==> src/rtl/rom_arb_pkg.sv <==
// Shared types and helpers for the ROM port arbiter and its per-CPU hit buffers.
package rom_arb_pkg;

  localparam int MEM_AW = 23;

  typedef enum logic [1:0] {
    OWN_DL   = 2'd0,
    OWN_CPU1 = 2'd1,
    OWN_CPU2 = 2'd2
  } owner_e;

  typedef enum logic {
    IDLE     = 1'b0,
    WAIT_ACK = 1'b1
  } state_e;

  // Word address of a CPU fetch; the 23-bit sum wraps naturally.
  function automatic logic [MEM_AW-1:0] rom_word_addr(input logic [MEM_AW-1:0] base,
                                                      input logic [14:0]       word_idx);
    return base + {8'd0, word_idx};
  endfunction

  function automatic logic [7:0] byte_sel(input logic [15:0] word, input logic odd);
    return odd ? word[15:8] : word[7:0];
  endfunction

endpackage

==> src/rtl/rom_hit_buffer.sv <==
// One-word fetch buffer for a CPU ROM port: tag/data/valid, hit compare and byte select.
module rom_hit_buffer
  import rom_arb_pkg::*;
(
  input  logic        clk_i,
  input  logic        reset_i,
  input  logic        inval_i,
  input  logic        load_i,
  input  logic [14:0] load_tag_i,
  input  logic [15:0] load_data_i,
  input  logic        hold_off_i,
  input  logic        cs_i,
  input  logic [15:0] addr_i,
  output logic        hit_o,
  output logic [7:0]  q_o
);

  logic [14:0] tag_q, tag_d;
  logic [15:0] data_q, data_d;
  logic        valid_q, valid_d;

  // Next-state: invalidation beats a coincident load; a word landing mid-download stays invalid.
  always_comb begin
    tag_d   = tag_q;
    data_d  = data_q;
    valid_d = valid_q;
    if (inval_i) begin
      valid_d = 1'b0;
    end else if (load_i) begin
      tag_d   = load_tag_i;
      data_d  = load_data_i;
      valid_d = ~hold_off_i;
    end else begin
      valid_d = valid_q;
    end
  end

  // Buffer state registers.
  always_ff @(posedge clk_i) begin
    if (reset_i) begin
      tag_q   <= 15'd0;
      data_q  <= 16'd0;
      valid_q <= 1'b0;
    end else begin
      tag_q   <= tag_d;
      data_q  <= data_d;
      valid_q <= valid_d;
    end
  end

  assign hit_o = cs_i & valid_q & (tag_q == addr_i[15:1]) & ~hold_off_i;
  assign q_o   = byte_sel(data_q, addr_i[0]);

endmodule

==> src/rtl/rom_port_arbiter.sv <==
// Shares one toggle-handshake SDRAM port between ROM download writes and two CPU ROM fetch ports.
module rom_port_arbiter
  import rom_arb_pkg::*;
#(
  parameter logic [MEM_AW-1:0] CPU1_BASE = 23'h000000,
  parameter logic [MEM_AW-1:0] CPU2_BASE = 23'h008000
) (
  input  logic              clk_sys,
  input  logic              reset,
  input  logic              dl_active,
  input  logic              dl_wr,
  input  logic [24:0]       dl_addr,
  input  logic [7:0]        dl_data,
  output logic              dl_overrun,
  input  logic              cpu1_cs,
  input  logic [15:0]       cpu1_addr,
  output logic [7:0]        cpu1_q,
  output logic              cpu1_valid,
  input  logic              cpu2_cs,
  input  logic [15:0]       cpu2_addr,
  output logic [7:0]        cpu2_q,
  output logic              cpu2_valid,
  output logic              mem_req,
  input  logic              mem_ack,
  output logic [MEM_AW-1:0] mem_a,
  output logic [1:0]        mem_ds,
  output logic              mem_we,
  output logic [15:0]       mem_d,
  input  logic [15:0]       mem_q
);

  state_e            state_q, state_d;
  owner_e            owner_q, owner_d;
  logic [14:0]       req_tag_q, req_tag_d;
  logic              rr_cpu2_q, rr_cpu2_d;
  logic              mem_req_q, mem_req_d;
  logic [MEM_AW-1:0] mem_a_q, mem_a_d;
  logic [1:0]        mem_ds_q, mem_ds_d;
  logic              mem_we_q, mem_we_d;
  logic [15:0]       mem_d_q, mem_d_d;
  logic              pend_valid_q, pend_valid_d;
  logic [23:0]       pend_addr_q, pend_addr_d;
  logic [7:0]        pend_data_q, pend_data_d;
  logic              overrun_q, overrun_d;
  logic              dl_wr_q;
  logic              dl_active_q;

  logic dl_rise_s, wr_edge_s, ack_match_s, take_slot_s;
  logic hit1_s, hit2_s, miss1_s, miss2_s, pick_cpu2_s;
  logic load1_s, load2_s;
  logic dl_addr_unused_s;

  assign dl_addr_unused_s = dl_addr[24];

  assign dl_rise_s   = dl_active & ~dl_active_q;
  assign wr_edge_s   = dl_wr & ~dl_wr_q & dl_active;
  assign ack_match_s = (mem_ack == mem_req_q);
  assign miss1_s     = cpu1_cs & ~hit1_s;
  assign miss2_s     = cpu2_cs & ~hit2_s;
  // rr_cpu2_q only decides contention; a lone miss never moves it.
  assign pick_cpu2_s = miss2_s & (~miss1_s | rr_cpu2_q);
  assign load1_s     = (state_q == WAIT_ACK) & ack_match_s & (owner_q == OWN_CPU1);
  assign load2_s     = (state_q == WAIT_ACK) & ack_match_s & (owner_q == OWN_CPU2);

  rom_hit_buffer u_buf1 (
    .clk_i       (clk_sys),
    .reset_i     (reset),
    .inval_i     (dl_rise_s),
    .load_i      (load1_s),
    .load_tag_i  (req_tag_q),
    .load_data_i (mem_q),
    .hold_off_i  (dl_active),
    .cs_i        (cpu1_cs),
    .addr_i      (cpu1_addr),
    .hit_o       (hit1_s),
    .q_o         (cpu1_q)
  );

  rom_hit_buffer u_buf2 (
    .clk_i       (clk_sys),
    .reset_i     (reset),
    .inval_i     (dl_rise_s),
    .load_i      (load2_s),
    .load_tag_i  (req_tag_q),
    .load_data_i (mem_q),
    .hold_off_i  (dl_active),
    .cs_i        (cpu2_cs),
    .addr_i      (cpu2_addr),
    .hit_o       (hit2_s),
    .q_o         (cpu2_q)
  );

  // Transaction FSM: a pending download byte always wins over CPU misses.
  always_comb begin
    state_d     = state_q;
    owner_d     = owner_q;
    req_tag_d   = req_tag_q;
    rr_cpu2_d   = rr_cpu2_q;
    mem_req_d   = mem_req_q;
    mem_a_d     = mem_a_q;
    mem_ds_d    = mem_ds_q;
    mem_we_d    = mem_we_q;
    mem_d_d     = mem_d_q;
    take_slot_s = 1'b0;
    case (state_q)
      IDLE: begin
        if (pend_valid_q) begin
          mem_a_d     = pend_addr_q[23:1];
          mem_ds_d    = {pend_addr_q[0], ~pend_addr_q[0]};
          mem_d_d     = {pend_data_q, pend_data_q};
          mem_we_d    = 1'b1;
          mem_req_d   = ~mem_req_q;
          owner_d     = OWN_DL;
          take_slot_s = 1'b1;
          state_d     = WAIT_ACK;
        end else if (!dl_active && (miss1_s || miss2_s)) begin
          if (pick_cpu2_s) begin
            mem_a_d   = rom_word_addr(CPU2_BASE, cpu2_addr[15:1]);
            req_tag_d = cpu2_addr[15:1];
            owner_d   = OWN_CPU2;
          end else begin
            mem_a_d   = rom_word_addr(CPU1_BASE, cpu1_addr[15:1]);
            req_tag_d = cpu1_addr[15:1];
            owner_d   = OWN_CPU1;
          end
          if (miss1_s && miss2_s) begin
            rr_cpu2_d = ~pick_cpu2_s;
          end else begin
            rr_cpu2_d = rr_cpu2_q;
          end
          mem_ds_d  = 2'b11;
          mem_we_d  = 1'b0;
          mem_req_d = ~mem_req_q;
          state_d   = WAIT_ACK;
        end else begin
          state_d = IDLE;
        end
      end
      WAIT_ACK: begin
        if (ack_match_s) begin
          mem_we_d = 1'b0;
          state_d  = IDLE;
        end else begin
          state_d = WAIT_ACK;
        end
      end
      default: begin
        state_d = IDLE;
      end
    endcase
  end

  // Download slot: one byte deep; an edge that finds it occupied is dropped and flagged.
  always_comb begin
    pend_valid_d = pend_valid_q & ~take_slot_s;
    pend_addr_d  = pend_addr_q;
    pend_data_d  = pend_data_q;
    if (dl_rise_s) begin
      overrun_d = 1'b0;
    end else begin
      overrun_d = overrun_q;
    end
    if (wr_edge_s) begin
      if (pend_valid_q) begin
        overrun_d = 1'b1;
      end else begin
        pend_valid_d = 1'b1;
        pend_addr_d  = dl_addr[23:0];
        pend_data_d  = dl_data;
      end
    end else begin
      pend_valid_d = pend_valid_q & ~take_slot_s;
    end
  end

  // State registers; reset aligns mem_req with mem_ack, abandoning any transaction in flight.
  always_ff @(posedge clk_sys) begin
    if (reset) begin
      state_q      <= IDLE;
      owner_q      <= OWN_DL;
      req_tag_q    <= 15'd0;
      rr_cpu2_q    <= 1'b0;
      mem_req_q    <= mem_ack;
      mem_a_q      <= 23'd0;
      mem_ds_q     <= 2'b00;
      mem_we_q     <= 1'b0;
      mem_d_q      <= 16'd0;
      pend_valid_q <= 1'b0;
      pend_addr_q  <= 24'd0;
      pend_data_q  <= 8'd0;
      overrun_q    <= 1'b0;
      dl_wr_q      <= 1'b0;
      dl_active_q  <= 1'b0;
    end else begin
      state_q      <= state_d;
      owner_q      <= owner_d;
      req_tag_q    <= req_tag_d;
      rr_cpu2_q    <= rr_cpu2_d;
      mem_req_q    <= mem_req_d;
      mem_a_q      <= mem_a_d;
      mem_ds_q     <= mem_ds_d;
      mem_we_q     <= mem_we_d;
      mem_d_q      <= mem_d_d;
      pend_valid_q <= pend_valid_d;
      pend_addr_q  <= pend_addr_d;
      pend_data_q  <= pend_data_d;
      overrun_q    <= overrun_d;
      dl_wr_q      <= dl_wr;
      dl_active_q  <= dl_active;
    end
  end

  assign mem_req    = mem_req_q;
  assign mem_a      = mem_a_q;
  assign mem_ds     = mem_ds_q;
  assign mem_we     = mem_we_q;
  assign mem_d      = mem_d_q;
  assign dl_overrun = overrun_q;
  assign cpu1_valid = hit1_s;
  assign cpu2_valid = hit2_s;

endmodule

==> config.mk <==
export PLATFORM = sky130hd
export DESIGN_NAME = rom_port_arbiter
export DESIGN_NICKNAME = d
export VERILOG_FILES = /design/src/rtl/rom_arb_pkg.sv /design/src/rtl/rom_hit_buffer.sv /design/src/rtl/rom_port_arbiter.sv
export SDC_FILE = /design/constraint.sdc
export NUM_CORES = 1
export LEC_CHECK = 0
export BUFFER_PORTS_ARGS = -buffer_cell sky130_fd_sc_hd__buf_2
export CAP_MARGIN = 20
export CORE_MARGIN = 3
export CORE_UTILIZATION = 58
export DETAILED_ROUTE_END_ITERATION = 8
export GPL_TIMING_DRIVEN = 0
export PLACE_DENSITY = 0.87
export SYNTH_ARGS = -nofsm -noshare
export SYNTH_HDL_FRONTEND = slang
export SYNTH_SLANG_ARGS = --single-unit
==> constraint.sdc <==
create_clock -name clk_sys -period 4.7 [get_ports clk_sys]
set_input_delay 0.235 -clock clk_sys [delete_from_list [all_inputs] [get_ports clk_sys]]
set_output_delay 0.235 -clock clk_sys [all_outputs]
set_load 0.02 [all_outputs]
==> results.py <==
metrics = {
    "pwr": {
        "p_clk_share_pct": 44.6,
        "switching_share_pct": 25.4,
        "p_per_area_nw_per_um2": 373,
        "leakage_nw": 3.31,
        "p_seq_share_pct": 44.0,
        "combinationalPowerShare_pct": 11.4,
        "intPower_w": 0.00237,
        "power.switching_w": 0.000808,
        "vdd_drop_max_mv": 0.282,
    },
    "sta": {
        "drv_slew": 0,
        "maxSlewHeadroom_pct": 55.9,
        "fin_crit_ns": 2.67,
        "worst_slew_pin_slew_ns": 0.653,
        "fin_ws_ns": 2.03,
        "grt_setup_unrepaired": "false",
        "period_share_pct": 56.8,
        "setup_viol_count_final": 0,
        "fin_skew_ns": 0.0116,
        "hold_viol_final": 0,
        "fmax_ghz": 0.374,
        "setup_tns_ns": 0,
    },
    "critical_path": {
        "reg2reg_to": "mem_a[8]",
        "critical_path_arrival_ns": 3.11,
        "required_ns": 5.14,
        "worstSetupStartpoint": "u_buf1.tag_q[4]",
        "worst-r2r-cell-count": 8,
        "start_kind": "flip-flop",
        "path_class": "reg2reg",
        "endpoint_kind": "flip-flop",
        "r2r_slack_ns": 2.03,
        "cp_max_fo": 10,
        "crit_path_end": "mem_a[8]",
        "r2r_start": "u_buf1.tag_q[4]",
    },
    "yosys": {
        "postSynthCellCount": 770,
        "ys_types": 42,
        "synthFlopType": "dfxtp_1",
        "netlist_area_um2": 6490,
        "synth_edf_count": 1,
        "synthArstFlopShare_pct": 0,
        "yosys_warnings": 0,
        "synth-seq-area-share_pct": 47.6,
        "syn_nets": 858,
        "avgSynthCellArea_um2": 8.44,
        "ys_ff_latch": 154,
    },
    "route": {
        "via_per_inst": 5.68,
        "drt-total-wl_mm": 19.4,
        "first_iter_violations": 609,
        "dr_total_vias": 6445,
        "ant_nets": 0,
        "firstDrtPassIters": 5,
        "wire_per_inst_um": 17.1,
        "drc": 0,
    },
    "layout": {
        "stdcell_area_um2": 8500,
        "area_growth_pct": 30.9,
        "layout.cells.non_filler": 1134,
        "n_antenna_cell": 0,
        "layout_commonest_cell": "nand2_1",
        "final_util_pct": 78.1,
        "drive_gt1_share_pct": 21.8,
        "final_cell_mix": "221 x nand2_1, 153 x dfxtp_1, 146 x buf_2, 116 x a21oi_1, 52 x clkbuf_1",
        "nNetsFinal": 1071,
    },
    "min_path": {
        "hold_class": "in2reg",
    },
    "floorplanning": {
        "ios": 150,
        "die_x_um": 112,
        "start_util_pct": 59.7,
        "core_um2": 10900,
        "rows": 38,
        "die_area_um2": 12500,
        "die_height_um": 112,
    },
    "clock_network": {
        "cts.reportedPaths.clkPinSlew_ns": 0.06,
        "cts_resized": 0,
        "h-tree-depth": 4,
        "clk_latency_ns": 0.52,
        "cts_sinks": 154,
        "cts_tree": "done",
        "root_buffer": "clkbuf_8",
        "cts_made_buffers": 17,
        "cts_buffer_depth": 2,
    },
    "grt": {
        "overflow": 0,
        "antenna_found_initial": 0,
        "grt_pass1_wl_mm": 30.9,
        "grt_use_total_pct": 30.5,
        "grt_pass1_vias": 6353,
        "grt_start_max_net_pins": 17,
    },
    "flow_run": {
        "maxCapViolations": 0,
    },
    "placed_design": {
        "dp_slack_ns": 2.16,
        "port-buffer-count": 144,
        "dpl_cell_area_um2": 7390,
        "place_hpwl_mm": 13.1,
        "place_inst": 1054,
        "gp_congestion": 0.938,
    },
    "status": {
        "status": "completed",
    },
}
-- critical path, cell delays in order, from the launching register on --
cell and delay (ns):
dfxtp_1 0.32, xnor2_1 0.32, nand4_1 0.18, o41ai_1 0.69, and3_1 0.28, buf_6 0.14
clkbuf_1 0.37, nand3b_1 0.20, o221ai_2 0.10
-- stage by stage --
stage                     power [W]  hold slack [ns]
final                       0.00317           0.0424
after floorplan             0.00161            0.363
after global placement      0.00174            0.437
after CTS                   0.00317           0.0410
after detailed placement    0.00174            0.443
after global routing        0.00327           0.0674
-- worst min-delay path by stage --
stage                      start           endpoint  slack (ns)  cells after the start
2_1_floorplan              dl_wr            dl_wr_q        0.36                      1
3_3_place_gp     pend_addr_q[23]          mem_a[22]        0.44                      2
3_5_place_dp   u_buf2.data_q[11]  u_buf2.data_q[11]        0.44                      2
4_1_cts                  mem_ack            mem_req        0.04                      3
5_1_grt                  mem_ack            mem_req        0.07                      3
6_report                 mem_ack            mem_req        0.04                      3
-- sequential cells by signal, summed over array words and instances, names as in the netlist, 15 cells and up --
| register | flops |
|---|---|
| pend_addr_q | 24 |
| mem_a | 23 |
| u_buf1.tag_q | 15 |
| u_buf2.tag_q | 15 |
| req_tag_q | 15 |
| u_buf2.data_q | 16 |
| u_buf1.data_q | 16 |
-- routing by layer --
metal	global-route usage, %	wire length [um]	up-vias
met4	11.4	387	0
met1	38.7	7890	3023
met3	5.43	1580	44
li1	-	-	3046
met2	52.1	9520	332
met5	0	0	-
-- layout make-up --
cell class                 count  area (um2)
sequential                   154        3090
multi-input combinational    548        3080
fill                         745        2380
timing repair buffer         194        1220
clock buffer                  19         453
buffer                        67         323
tap                          140         175
clock inverter                11         159
inverter                       1        3.75
-- cells in the mapped netlist (2+ instances only) --
cell	number	area share, %
xnor2_1	31	4.2
o221ai_1	5	0.67
clkbuf_1	52	3.0
a211oi_1	18	2.1
nand2b_1	4	0.39
nor3_1	3	0.23
mux2_2	16	2.8
nand2_1	221	13
a21oi_1	116	8.9
nand4_1	13	1.3
mux2i_1	15	2.3
nand3_1	7	0.54
and2_1	2	0.19
dfxtp_1	153	47
o221ai_2	10	2.3
a22oi_1	3	0.35
and4_1	3	0.40
nand3b_1	32	3.7
or3_1	2	0.19
buf_4	10	1.2
nor2b_1	4	0.39
buf_2	2	0.15
nor3b_1	2	0.23
buf_6	2	0.35
nor2_1	26	1.5
and3b_1	2	0.27
-- timing repair --
action                     CTS  global route
buffers inserted             0             0
hold buffers                50             0
hold endpoints to repair    66             0
setup endpoints to repair    0             0
-- logic make-up (layout without fill, tap and decap cells) --
logic type	after synthesis	in the layout	synth area share (%)
multiplexers	31	31	5.09
buffers and inverters	68	292	5.03
XOR/XNOR	31	31	4.18
AND/OR/NAND/NOR	328	328	23.0
flip-flops	154	154	47.6
AO/OA/AOI/OAI	158	158	15.1
-- power groups by stage --
stage | clock, W | combinational, W | sequential (W)
final | 0.00142 | 0.000362 | 0.00140
after global placement | 0 | 0.000314 | 0.00142
after global routing | 0.00148 | 0.000390 | 0.00140
after CTS | 0.00142 | 0.000355 | 0.00140
after detailed placement | 0 | 0.000319 | 0.00142
after floorplan | 0 | 0.000181 | 0.00143
No activity file was read; power rests on OpenSTA's default activity.
